--- config.mk ---
export PLATFORM = sky130hd
export DESIGN_NAME = aftab_trap_sequencer
export DESIGN_NICKNAME = d
export VERILOG_FILES = /design/src/rtl/aftab_trap_pkg.sv /design/src/rtl/aftab_trap_vector_calc.sv /design/src/rtl/aftab_trap_sequencer.sv
export SDC_FILE = /design/constraint.sdc
export NUM_CORES = 1
export LEC_CHECK = 0
export ABC_AREA = 0
export CAP_MARGIN = 20
export CORE_ASPECT_RATIO = 0.75
export CORE_MARGIN = 2
export CORE_UTILIZATION = 25
export CTS_CLUSTER_SIZE = 20
export DETAILED_ROUTE_END_ITERATION = 7
export GPL_TIMING_DRIVEN = 0
export PLACE_DENSITY = 0.69
export SLEW_MARGIN = 20
export SYNTH_ARGS = -nofsm -noshare
export SYNTH_HDL_FRONTEND = slang
export SYNTH_SLANG_ARGS = --single-unit
--- constraint.sdc ---
create_clock -name clk -period 9.57 [get_ports clk]
set_input_delay 2.3925 -clock clk [delete_from_list [all_inputs] [get_ports clk]]
set_output_delay 2.3925 -clock clk [all_outputs]
set_load 0.005 [all_outputs]
--- src/rtl/aftab_trap_pkg.sv ---
`default_nettype none
// +-----------------------------------------------------------------------+
// | Module : aftab_trap_pkg                                               |
// | Desc   : CSR addresses, status bit positions, privilege codes and     |
// |          sequencer state encoding for the AFTAB trap sequencer.       |
// | Rev    : 1.0                                                          |
// +-----------------------------------------------------------------------+
package aftab_trap_pkg;

    localparam logic [11:0] c_ADDR_MSTATUS = 12'h300;
    localparam logic [11:0] c_ADDR_MTVEC   = 12'h305;
    localparam logic [11:0] c_ADDR_MEPC    = 12'h341;
    localparam logic [11:0] c_ADDR_MCAUSE  = 12'h342;
    localparam logic [11:0] c_ADDR_MTVAL   = 12'h343;
    localparam logic [11:0] c_ADDR_USTATUS = 12'h000;
    localparam logic [11:0] c_ADDR_UTVEC   = 12'h005;
    localparam logic [11:0] c_ADDR_UEPC    = 12'h041;
    localparam logic [11:0] c_ADDR_UCAUSE  = 12'h042;
    localparam logic [11:0] c_ADDR_UTVAL   = 12'h043;

    localparam int c_MIE    = 3;
    localparam int c_MPIE   = 7;
    localparam int c_MPP_HI = 12;
    localparam int c_MPP_LO = 11;
    localparam int c_UIE    = 0;
    localparam int c_UPIE   = 4;

    localparam logic [1:0] c_PRV_USER    = 2'b00;
    localparam logic [1:0] c_PRV_MACHINE = 2'b11;

    typedef enum logic [3:0] {
        IDLE     = 4'd0,
        T_EPC    = 4'd1,
        T_CAUSE  = 4'd2,
        T_TVAL   = 4'd3,
        T_STATUS = 4'd4,
        T_JUMP   = 4'd5,
        R_STATUS = 4'd6,
        R_JUMP   = 4'd7
    } trapState_t;

endpackage
`default_nettype wire

--- src/rtl/aftab_trap_vector_calc.sv ---
`default_nettype none
// +-----------------------------------------------------------------------+
// | Module : aftab_trap_vector_calc                                       |
// | Desc   : Handler address from xtvec and cause. Vectored interrupt     |
// |          dispatch only when AFTAB_TRAP_VECTORED_EN is defined.        |
// | Rev    : 1.0                                                          |
// +-----------------------------------------------------------------------+
module aftab_trap_vector_calc #(
    parameter int len = 32
) (
    input  logic [len-1:0] xtvec,
    input  logic [len-1:0] cause,
    output logic [len-1:0] handlerAddr
);

    logic [len-1:0] w_base;
    assign w_base = {xtvec[len-1:2], 2'b00};

`ifdef AFTAB_TRAP_VECTORED_EN
    logic [len-1:0] w_offset;
    // cause[len-2:0] << 2 truncated to len bits; the interrupt flag falls off the top
    assign w_offset    = {cause[len-3:0], 2'b00};
    assign handlerAddr = ((xtvec[1:0] == 2'b01) && cause[len-1]) ? (w_base + w_offset) : w_base;
`else
    logic w_unused;
    assign w_unused    = ^{cause, xtvec[1:0]};
    assign handlerAddr = w_base;
`endif

endmodule
`default_nettype wire

--- src/rtl/aftab_trap_sequencer.sv ---
`default_nettype none
// +-----------------------------------------------------------------------+
// | Module : aftab_trap_sequencer                                         |
// | Desc   : Sequences trap entry (xEPC, xCAUSE, xTVAL, xSTATUS, jump)    |
// |          and MRET/URET return. Option: AFTAB_TRAP_VECTORED_EN.        |
// | Rev    : 1.0                                                          |
// +-----------------------------------------------------------------------+
module aftab_trap_sequencer #(
    parameter int len = 32
) (
    input  logic           clk,
    input  logic           rst,
    input  logic           interrupt_raise,
    input  logic           exception_raise,
    input  logic [len-1:0] cause_code,
    input  logic [len-1:0] trap_value,
    input  logic [1:0]     delegation_mode,
    input  logic [1:0]     cur_prv,
    input  logic [len-1:0] out_pc,
    input  logic           mret_req,
    input  logic           uret_req,
    input  logic [len-1:0] mstatus,
    input  logic [len-1:0] ustatus,
    input  logic [len-1:0] mtvec,
    input  logic [len-1:0] utvec,
    input  logic [len-1:0] mepc,
    input  logic [len-1:0] uepc,
    output logic           ld_delegation,
    output logic           csr_wr_en,
    output logic [11:0]    csr_addr,
    output logic [len-1:0] csr_wdata,
    output logic           ld_machine,
    output logic           ld_user,
    output logic           pc_load,
    output logic [len-1:0] pc_new,
    output logic           busy,
    output logic           done
);
    import aftab_trap_pkg::*;

    trapState_t     r_state;
    trapState_t     w_nextState;
    logic [len-1:0] r_cause;
    logic [len-1:0] r_tval;
    logic [len-1:0] r_pc;
    logic [1:0]     r_prv;
    logic           r_modeM;
    logic [1:0]     r_oldMpp;

    logic           w_trap;
    logic           w_modeM;
    logic [len-1:0] w_tvec;
    logic [len-1:0] w_handler;
    logic [len-1:0] w_mTrapStatus;
    logic [len-1:0] w_uTrapStatus;
    logic [len-1:0] w_mRetStatus;
    logic [len-1:0] w_uRetStatus;

    assign w_trap = interrupt_raise | exception_raise;

    // Delegation arrives one cycle after ld_delegation, so T_EPC uses it directly.
    assign w_modeM = (r_state == T_EPC) ? (delegation_mode != c_PRV_USER) : r_modeM;
    assign w_tvec  = r_modeM ? mtvec : utvec;

    aftab_trap_vector_calc #(
        .len (len)
    ) u_vectorCalc (
        .xtvec       (w_tvec),
        .cause       (r_cause),
        .handlerAddr (w_handler)
    );

    always_comb begin
        w_mTrapStatus                    = mstatus;
        w_mTrapStatus[c_MPIE]            = mstatus[c_MIE];
        w_mTrapStatus[c_MIE]             = 1'b0;
        w_mTrapStatus[c_MPP_HI:c_MPP_LO] = r_prv;

        w_uTrapStatus                    = ustatus;
        w_uTrapStatus[c_UPIE]            = ustatus[c_UIE];
        w_uTrapStatus[c_UIE]             = 1'b0;

        w_mRetStatus                     = mstatus;
        w_mRetStatus[c_MIE]              = mstatus[c_MPIE];
        w_mRetStatus[c_MPIE]             = 1'b1;
        w_mRetStatus[c_MPP_HI:c_MPP_LO]  = c_PRV_USER;

        w_uRetStatus                     = ustatus;
        w_uRetStatus[c_UIE]              = ustatus[c_UPIE];
        w_uRetStatus[c_UPIE]             = 1'b1;
    end

    always_ff @(posedge clk or posedge rst) begin
        if (rst) begin
            r_state  <= IDLE;
            r_cause  <= '0;
            r_tval   <= '0;
            r_pc     <= '0;
            r_prv    <= '0;
            r_modeM  <= 1'b0;
            r_oldMpp <= '0;
        end else begin
            r_state <= w_nextState;
            case (r_state)
                IDLE: begin
                    if (w_trap) begin
                        r_cause <= cause_code;
                        r_tval  <= trap_value;
                        r_pc    <= out_pc;
                        r_prv   <= cur_prv;
                    end else if (mret_req) begin
                        r_modeM <= 1'b1;
                    end else if (uret_req) begin
                        r_modeM <= 1'b0;
                    end
                end
                T_EPC:    r_modeM  <= w_modeM;
                R_STATUS: r_oldMpp <= mstatus[c_MPP_HI:c_MPP_LO];
                default:  ;
            endcase
        end
    end

    always_comb begin
        w_nextState   = r_state;
        ld_delegation = 1'b0;
        csr_wr_en     = 1'b0;
        csr_addr      = '0;
        csr_wdata     = '0;
        ld_machine    = 1'b0;
        ld_user       = 1'b0;
        pc_load       = 1'b0;
        pc_new        = '0;
        done          = 1'b0;
        busy          = (r_state != IDLE);
        case (r_state)
            IDLE: begin
                if (w_trap) begin
                    // State is already IDLE during async reset; keep the pulse quiet there.
                    ld_delegation = ~rst;
                    w_nextState   = T_EPC;
                end else if (mret_req || uret_req) begin
                    w_nextState = R_STATUS;
                end
            end
            T_EPC: begin
                csr_wr_en   = 1'b1;
                csr_addr    = w_modeM ? c_ADDR_MEPC : c_ADDR_UEPC;
                csr_wdata   = r_pc;
                w_nextState = T_CAUSE;
            end
            T_CAUSE: begin
                csr_wr_en   = 1'b1;
                csr_addr    = r_modeM ? c_ADDR_MCAUSE : c_ADDR_UCAUSE;
                csr_wdata   = r_cause;
                w_nextState = T_TVAL;
            end
            T_TVAL: begin
                csr_wr_en   = 1'b1;
                csr_addr    = r_modeM ? c_ADDR_MTVAL : c_ADDR_UTVAL;
                csr_wdata   = r_tval;
                w_nextState = T_STATUS;
            end
            T_STATUS: begin
                csr_wr_en   = 1'b1;
                csr_addr    = r_modeM ? c_ADDR_MSTATUS : c_ADDR_USTATUS;
                csr_wdata   = r_modeM ? w_mTrapStatus : w_uTrapStatus;
                w_nextState = T_JUMP;
            end
            T_JUMP: begin
                pc_load     = 1'b1;
                done        = 1'b1;
                pc_new      = w_handler;
                ld_machine  = r_modeM;
                ld_user     = ~r_modeM;
                w_nextState = IDLE;
            end
            R_STATUS: begin
                csr_wr_en   = 1'b1;
                csr_addr    = r_modeM ? c_ADDR_MSTATUS : c_ADDR_USTATUS;
                csr_wdata   = r_modeM ? w_mRetStatus : w_uRetStatus;
                w_nextState = R_JUMP;
            end
            R_JUMP: begin
                pc_load     = 1'b1;
                done        = 1'b1;
                pc_new      = r_modeM ? mepc : uepc;
                if (r_modeM) begin
                    ld_user    = (r_oldMpp == c_PRV_USER);
                    ld_machine = (r_oldMpp != c_PRV_USER);
                end else begin
                    ld_user    = 1'b1;
                end
                w_nextState = IDLE;
            end
            default: w_nextState = IDLE;
        endcase
    end

endmodule
`default_nettype wire

==> results of run 1 <==
==> final timing paths <==
| check | startpoint | to | slack [ps] | cells past startpoint |
|---|---|---|---|---|
| worst max-delay path | delegation_mode[1] | csr_addr[9] | 3160 | 6 |
| worst min-delay path | r_prv[0]$_DFFE_PP0P_ | r_prv[0]$_DFFE_PP0P_ | 490 | 1 |
| worst max register to register | r_state[1]$_DFFE_PP0P_ | r_state[2]$_DFFE_PP0P_ | 7380 | 5 |
| worst min register to register | r_prv[0]$_DFFE_PP0P_ | r_prv[0]$_DFFE_PP0P_ | 490 | 1 |
| max in group asynchronous | rst | r_tval[16]$_DFFE_PP0P_ | 6310 | 3 |
| min in group asynchronous | rst | r_cause[2]$_DFFE_PP0P_ | 2590 | 2 |
==> area by class of cell <==
type	count	area [µm²]
fillers	2426	14100
plain buffers	58	315
inverters	4	20.0
well taps	338	423
multi-input cells	391	3420
flip-flops and latches	104	2600
repair buffers	371	3730
clock inverters	6	41.3
clock buffers	10	239
==> Yosys cell counts (all sizes together) (3+ instances only) <==
library cell	n	area share
a21oi	11	0.0087
nand2	10	0.0059
mux2	136	0.24
clkbuf	18	0.011
buf	40	0.039
inv	3	0.0018
dfrtp	104	0.41
mux2i	77	0.12
o22ai	41	0.041
o22a	17	0.024
nor2b	4	0.0040
o21ai	4	0.0032
a22oi	35	0.042
and3	4	0.0040
or3	3	0.0030
nor2	28	0.018
==> per-stage QoR <==
step	utilization	cells	power, W
6_report	0.433	1282	0.00300
5_1_grt	0.433	1282	0.00320
4_1_cts	0.433	1281	0.00304
3_5_place_dp	0.422	1265	0.00265
3_3_place_gp	0.420	1264	0.00262
2_1_floorplan	-	557	0.00180
==> layer usage <==
layer	global-route usage	wire [µm]	vias up
met5	0	0	-
met4	0.0203	119	0
met3	0.0418	1450	8
met2	0.320	12800	196
met1	0.298	13800	3045
li1	-	-	2827
==> worst max-delay path: cells and delay by family <==
family,cells,cell delay (ps)
buffers and inverters,3,1100
AO/OA/AOI/OAI,2,450
AND/OR/NAND/NOR,1,60
==> registers in the layout, indices dropped and copies added, names as in the netlist <==
name / flops
r_tval: 32
r_cause: 32
r_state: 3
r_oldMpp: 2
r_pc: 32
r_modeM: 1
r_prv: 2
==> logic make-up after synthesis <==
kind of cell | count (synthesis)
mux | 215
flops | 104
buf+inv | 62
compound gates | 112
simple gates | 57
other cells | 1
==> where the power goes <==
group / leakage, nW / internal [W] / switching (W)
Combinational: 3.10 / 0.00101 / 0.000839
Sequential: 1.22 / 0.000668 / 0.000111
Clock: 0.143 / 0.000185 / 0.000180
Total: 4.46 / 0.00187 / 0.00113
==> out/qor.csv, run 1 <==
stage,metric,value,unit
global_route,largest net degree at the start of global routing,57,
yosys,Syn Inst Count,551,
setup_path,WS Path Type,in2out,
clock_tree,CTS max path bufs,2,
sta,Final Hold Viols,0,
yosys,Post-Synth XOR/XNOR Area,0,
clock_tree,CTS Buf Count,9,
setup_path,"critical path fanouts, max",2,
yosys,Synth Area in Compound Gates,0.123,
setup_path,WP data arrival,4010,ps
yosys,Post-Synth Simple-Gate Area,0.0421,
worst_hold_path,Min-Delay Path Class,reg2reg,
finish,cell area after layout,10800,µm²
finish,"commonest non-fill, non-tap cells in the layout","clkdlybuf4s50_1 (369), mux2_2 (116), dfrtp_1 (104)",
placed_design,Setup WS pre-CTS,3180,ps
finish,layout cell share with drive strength beyond 1,0.180,
pwr,Max VDD drop,0.000129,V
sta,Worst Clk Skew,5.63,ps
detailed_routing,drt first-iter violations,337,
sta,Period minus WS final,6410,ps
setup_path,worst path cell trace,clkdlybuf4s50_1 > nor2_1 > o31a_1 > o22ai_1 > buf_4 > clkdlybuf4s50_1,
detailed_routing,DRT Pass-1 Iters,5,
setup_path,slowest CP cell,clkdlybuf4s50_1,
global_route,initial antenna violation count,0,
detailed_routing,via count,6076,
sta,RSZ-0062 raised after global routing,no,
yosys,syn avg cell area,11.5,µm²
yosys,number of synthesized register bits,104,
detailed_routing,Routed WL per cell,22.0,µm
die,die width,188,µm
die,Core Region,24900,µm²
setup_path,Worst path max stage delay,500,ps
clock_tree,"Clk pin slew, worst setup/hold paths",80,ps
setup_path,Worst path most repeated cell,clkdlybuf4s50_1,
setup_path,Critical Path RT,7180,ps
clock_tree,hold-fix buffers at CTS,0,
job,Max Cap Violations,0,
global_route,grt total ovfl,0,
die,Die H,142,µm
die,Starting Density,0.254,
global_route,vias in the first global route,6159,
sta,Slew @ Worst Pin,1010,ps
clock_tree,CTS tree,built,
yosys,post-synth cell types,33,
sta,final max-slew violation count,0,
yosys,ys flop type,dfrtp_1,
yosys,"Async S/R FF share, synth",1.00,
yosys,main combinational cell family by area after synthesis,multiplexers,
detailed_routing,final wirelength,28200,µm
die,die area,26600,µm²
finish,antenna cells,0,
yosys,Yosys warning total,0,
placed_design,I/O Buffers,369,
outcome,outcome,finished clean,
pwr,leak pwr,4.46,nW
clock_tree,clk_lat worst skew,340,ps
clock_tree,Post-CTS Resized,0,
clock_tree,H-tree depth,3,
yosys,Post-synth EDFFs,0,
yosys,synthesized area,6330,µm²
clock_tree,CTS root buffer,clkbuf_16,
detailed_routing,Post-DRT Antenna Nets,0,
placed_design,DP Area,10500,µm²
yosys,Adder-Cell Fraction of Synth Area,0,
sta,Final period util,0.669,
clock_tree,clock sink total,104,
detailed_routing,Via-to-Cell Ratio,4.74,
yosys,sequential area share after synthesis,0.411,
finish,Nets,1237,
sta,Setup WS post-layout,3160,ps
sta,fmax,156,MHz
yosys,post-synthesis mux area share,0.371,
sta,setup TNS,0,ps
finish,"commonest non-fill, non-tap cell in the layout",clkdlybuf4s50_1,
placed_design,Final HPWL DP,22200,µm
die,I/O Pins,381,
global_route,GRT Total Usage,0.204,
clock_tree,postcts setup bufs,0,
sta,Slew headroom,0.329,
finish,area grow syn2layout,70.5,%
pwr,PwrDens,278,nW/µm²
die,std cell rows,50,
detailed_routing,DRC Markers,0,
setup_path,CP Launch Type,input pin,
global_route,first-pass GRT wire length,40200,µm
placed_design,global placer's final weighted congestion,0.884,
sta,endpoints failing setup,0,
sta,WHS,486,ps
setup_path,Critical Path End Type,primary output,
(Power assumes the default switching activity.)
==> inputs of run 2 (changes only) <==
PLACE_DENSITY = 0.71   (was 0.69)
clock period = 5.37 ns   (was 9.57 ns; I/O delays follow)
==> run 2 against run 1 <==
Final cell count about the same. Largest power group unchanged. Critical endpoint is now pc_new[21]. Total power is 78% higher. Clock skew increased by 1.1 ps. Via count fell by 0.30%.
==> out/qor.csv, run 2 (synthesis gave the netlist of run 1 again) <==
stage,metric,value,unit
outcome,outcome,finished clean,
pwr,PwrDens,496,nW/µm²
clock_tree,CTS root buffer,clkbuf_16,
placed_design,I/O Buffers,369,
global_route,met2 GRT Util,0.328,
setup_path,start point of the critical path,r_state[1]$_DFFE_PP0P_,
setup_path,Crit path buffers/inverters,4,
sta,Final Hold Viols,0,
clock_tree,postcts setup bufs,0,
detailed_routing,drt first-iter violations,252,
global_route,Top Usage Layer GRT,met2,
placed_design,global placer's final weighted congestion,0.896,
global_route,vias in the first global route,6437,
setup_path,Critical Path RT,4030,ps
die,Starting Density,0.254,
sta,endpoints failing setup,0,
die,Die H,142,µm
global_route,largest net degree at the start of global routing,67,
die,I/O Pins,381,
clock_tree,CTS tree,built,
sta,RSZ-0062 raised after global routing,no,
worst_hold_path,Min-Delay Path Class,reg2reg,
sta,Slew headroom,0.313,
pwr,Max VDD drop,0.000209,V
global_route,met3 Usage GRT,0.0497,
finish,"commonest non-fill, non-tap cells in the layout","clkdlybuf4s50_1 (369), mux2_2 (116), dfrtp_1 (104)",
setup_path,Worst path max stage delay,550,ps
detailed_routing,DRT Pass-1 Iters,5,
global_route,GRT Total Usage,0.204,
detailed_routing,Via-to-Cell Ratio,4.73,
clock_tree,clock sink total,104,
setup_path,WS Path Type,reg2out,
clock_tree,CTS Buf Count,9,
sta,WHS,488,ps
pwr,Pwr Total,0.00535,W
job,Max Cap Violations,0,
detailed_routing,DRC Markers,0,
setup_path,"critical path fanouts, max",10,
clock_tree,clk_lat worst skew,350,ps
sta,Worst Clk Skew,6.72,ps
die,die area,26600,µm²
finish,cell area after layout,10800,µm²
setup_path,slowest CP cell,clkdlybuf4s50_1,
clock_tree,H-tree depth,3,
setup_path,RR Startpoint,r_state[1]$_DFFE_PP0P_,
sta,final max-slew violation count,0,
sta,fmax,221,MHz
setup_path,family with the most delay on the worst path,buffers and inverters,
placed_design,Setup WS pre-CTS,1070,ps
clock_tree,hold-fix buffers at CTS,0,
clock_tree,CTS max path bufs,2,
finish,area grow syn2layout,70.5,%
setup_path,WP data arrival,3170,ps
finish,Nets,1236,
global_route,initial antenna violation count,2,
detailed_routing,Routed WL per cell,21.9,µm
finish,largest registers,"r_cause x32, r_pc x32, r_tval x32",
die,std cell rows,50,
detailed_routing,Post-DRT Antenna Nets,0,
sta,Slew @ Worst Pin,1030,ps
global_route,grt total ovfl,0,
finish,"commonest non-fill, non-tap cell in the layout",clkdlybuf4s50_1,
global_route,M1 GR Usage,0.284,
setup_path,worst path cell trace,clkbuf_1 > nand3_1 > buf_2 > buf_1 > o22ai_1 > clkdlybuf4s50_1,
clock_tree,Post-CTS Resized,0,
die,Core Region,24900,µm²
worst_hold_path,hold_sp,r_cause[24]$_DFFE_PP0P_,
finish,layout cell share with drive strength beyond 1,0.179,
sta,Final period util,0.841,
die,die width,188,µm
global_route,first-pass GRT wire length,40300,µm
detailed_routing,via count,6058,
finish,antenna cells,0,
detailed_routing,final wirelength,28100,µm
sta,Setup WS post-layout,853,ps
setup_path,CP Launch Type,flip-flop,
placed_design,Final HPWL DP,22100,µm
sta,Period minus WS final,4520,ps
setup_path,Critical Path End Type,primary output,
placed_design,DP Area,10500,µm²
clock_tree,"Clk pin slew, worst setup/hold paths",70,ps
pwr,leak pwr,4.46,nW
==> run 2: cell types whose count changed in the layout (fill, tap and decap cells not counted), sizes merged <==
cell / change
clkinvlp: +1
clkbuf: +1
clkinv: -2
buf: -1
==> run 2: where the power goes <==
part           switching [W]  total (W)  internal [W]
clock               0.000314   0.000658      0.000344
sequential          0.000197    0.00139       0.00119
combinational        0.00150    0.00330       0.00180
==> run 2: cell type report <==
type,instances,area [µm²]
buffer,58,315
clock buffer,11,253
clock inverter,5,38.8
fill,2426,14100
inverter,4,20.0
multi-input combinational,391,3420
sequential,104,2600
tap,338,423
timing repair buffer,370,3720
==> run 2: layer usage <==
metal / vias up / part of all wire
met5: - / 0.00078
met4: 4 / 0.0069
met3: 16 / 0.057
met2: 206 / 0.46
met1: 3006 / 0.47
li1: 2826 / -
==> run 2: worst paths after layout <==
check	cells past startpoint	slack, ps	to
min in group asynchronous	2	1380	r_pc[2]$_DFFE_PP0P_
hold / removal	1	490	r_cause[24]$_DFFE_PP0P_
hold reg to reg	1	490	r_cause[24]$_DFFE_PP0P_
setup / recovery	6	850	pc_new[21]
max in group asynchronous	3	3270	r_cause[21]$_DFFE_PP0P_
setup reg to reg	5	3140	r_modeM$_DFFE_PP0P_
==> run 2: through the flow <==
stage               cells  TNS, ps  utilization
floorplan             557        0            -
global placement     1264   -63990        0.420
detailed placement   1265        0        0.422
CTS                  1281        0        0.433
global route         1281        0        0.433
finish               1281        0        0.433
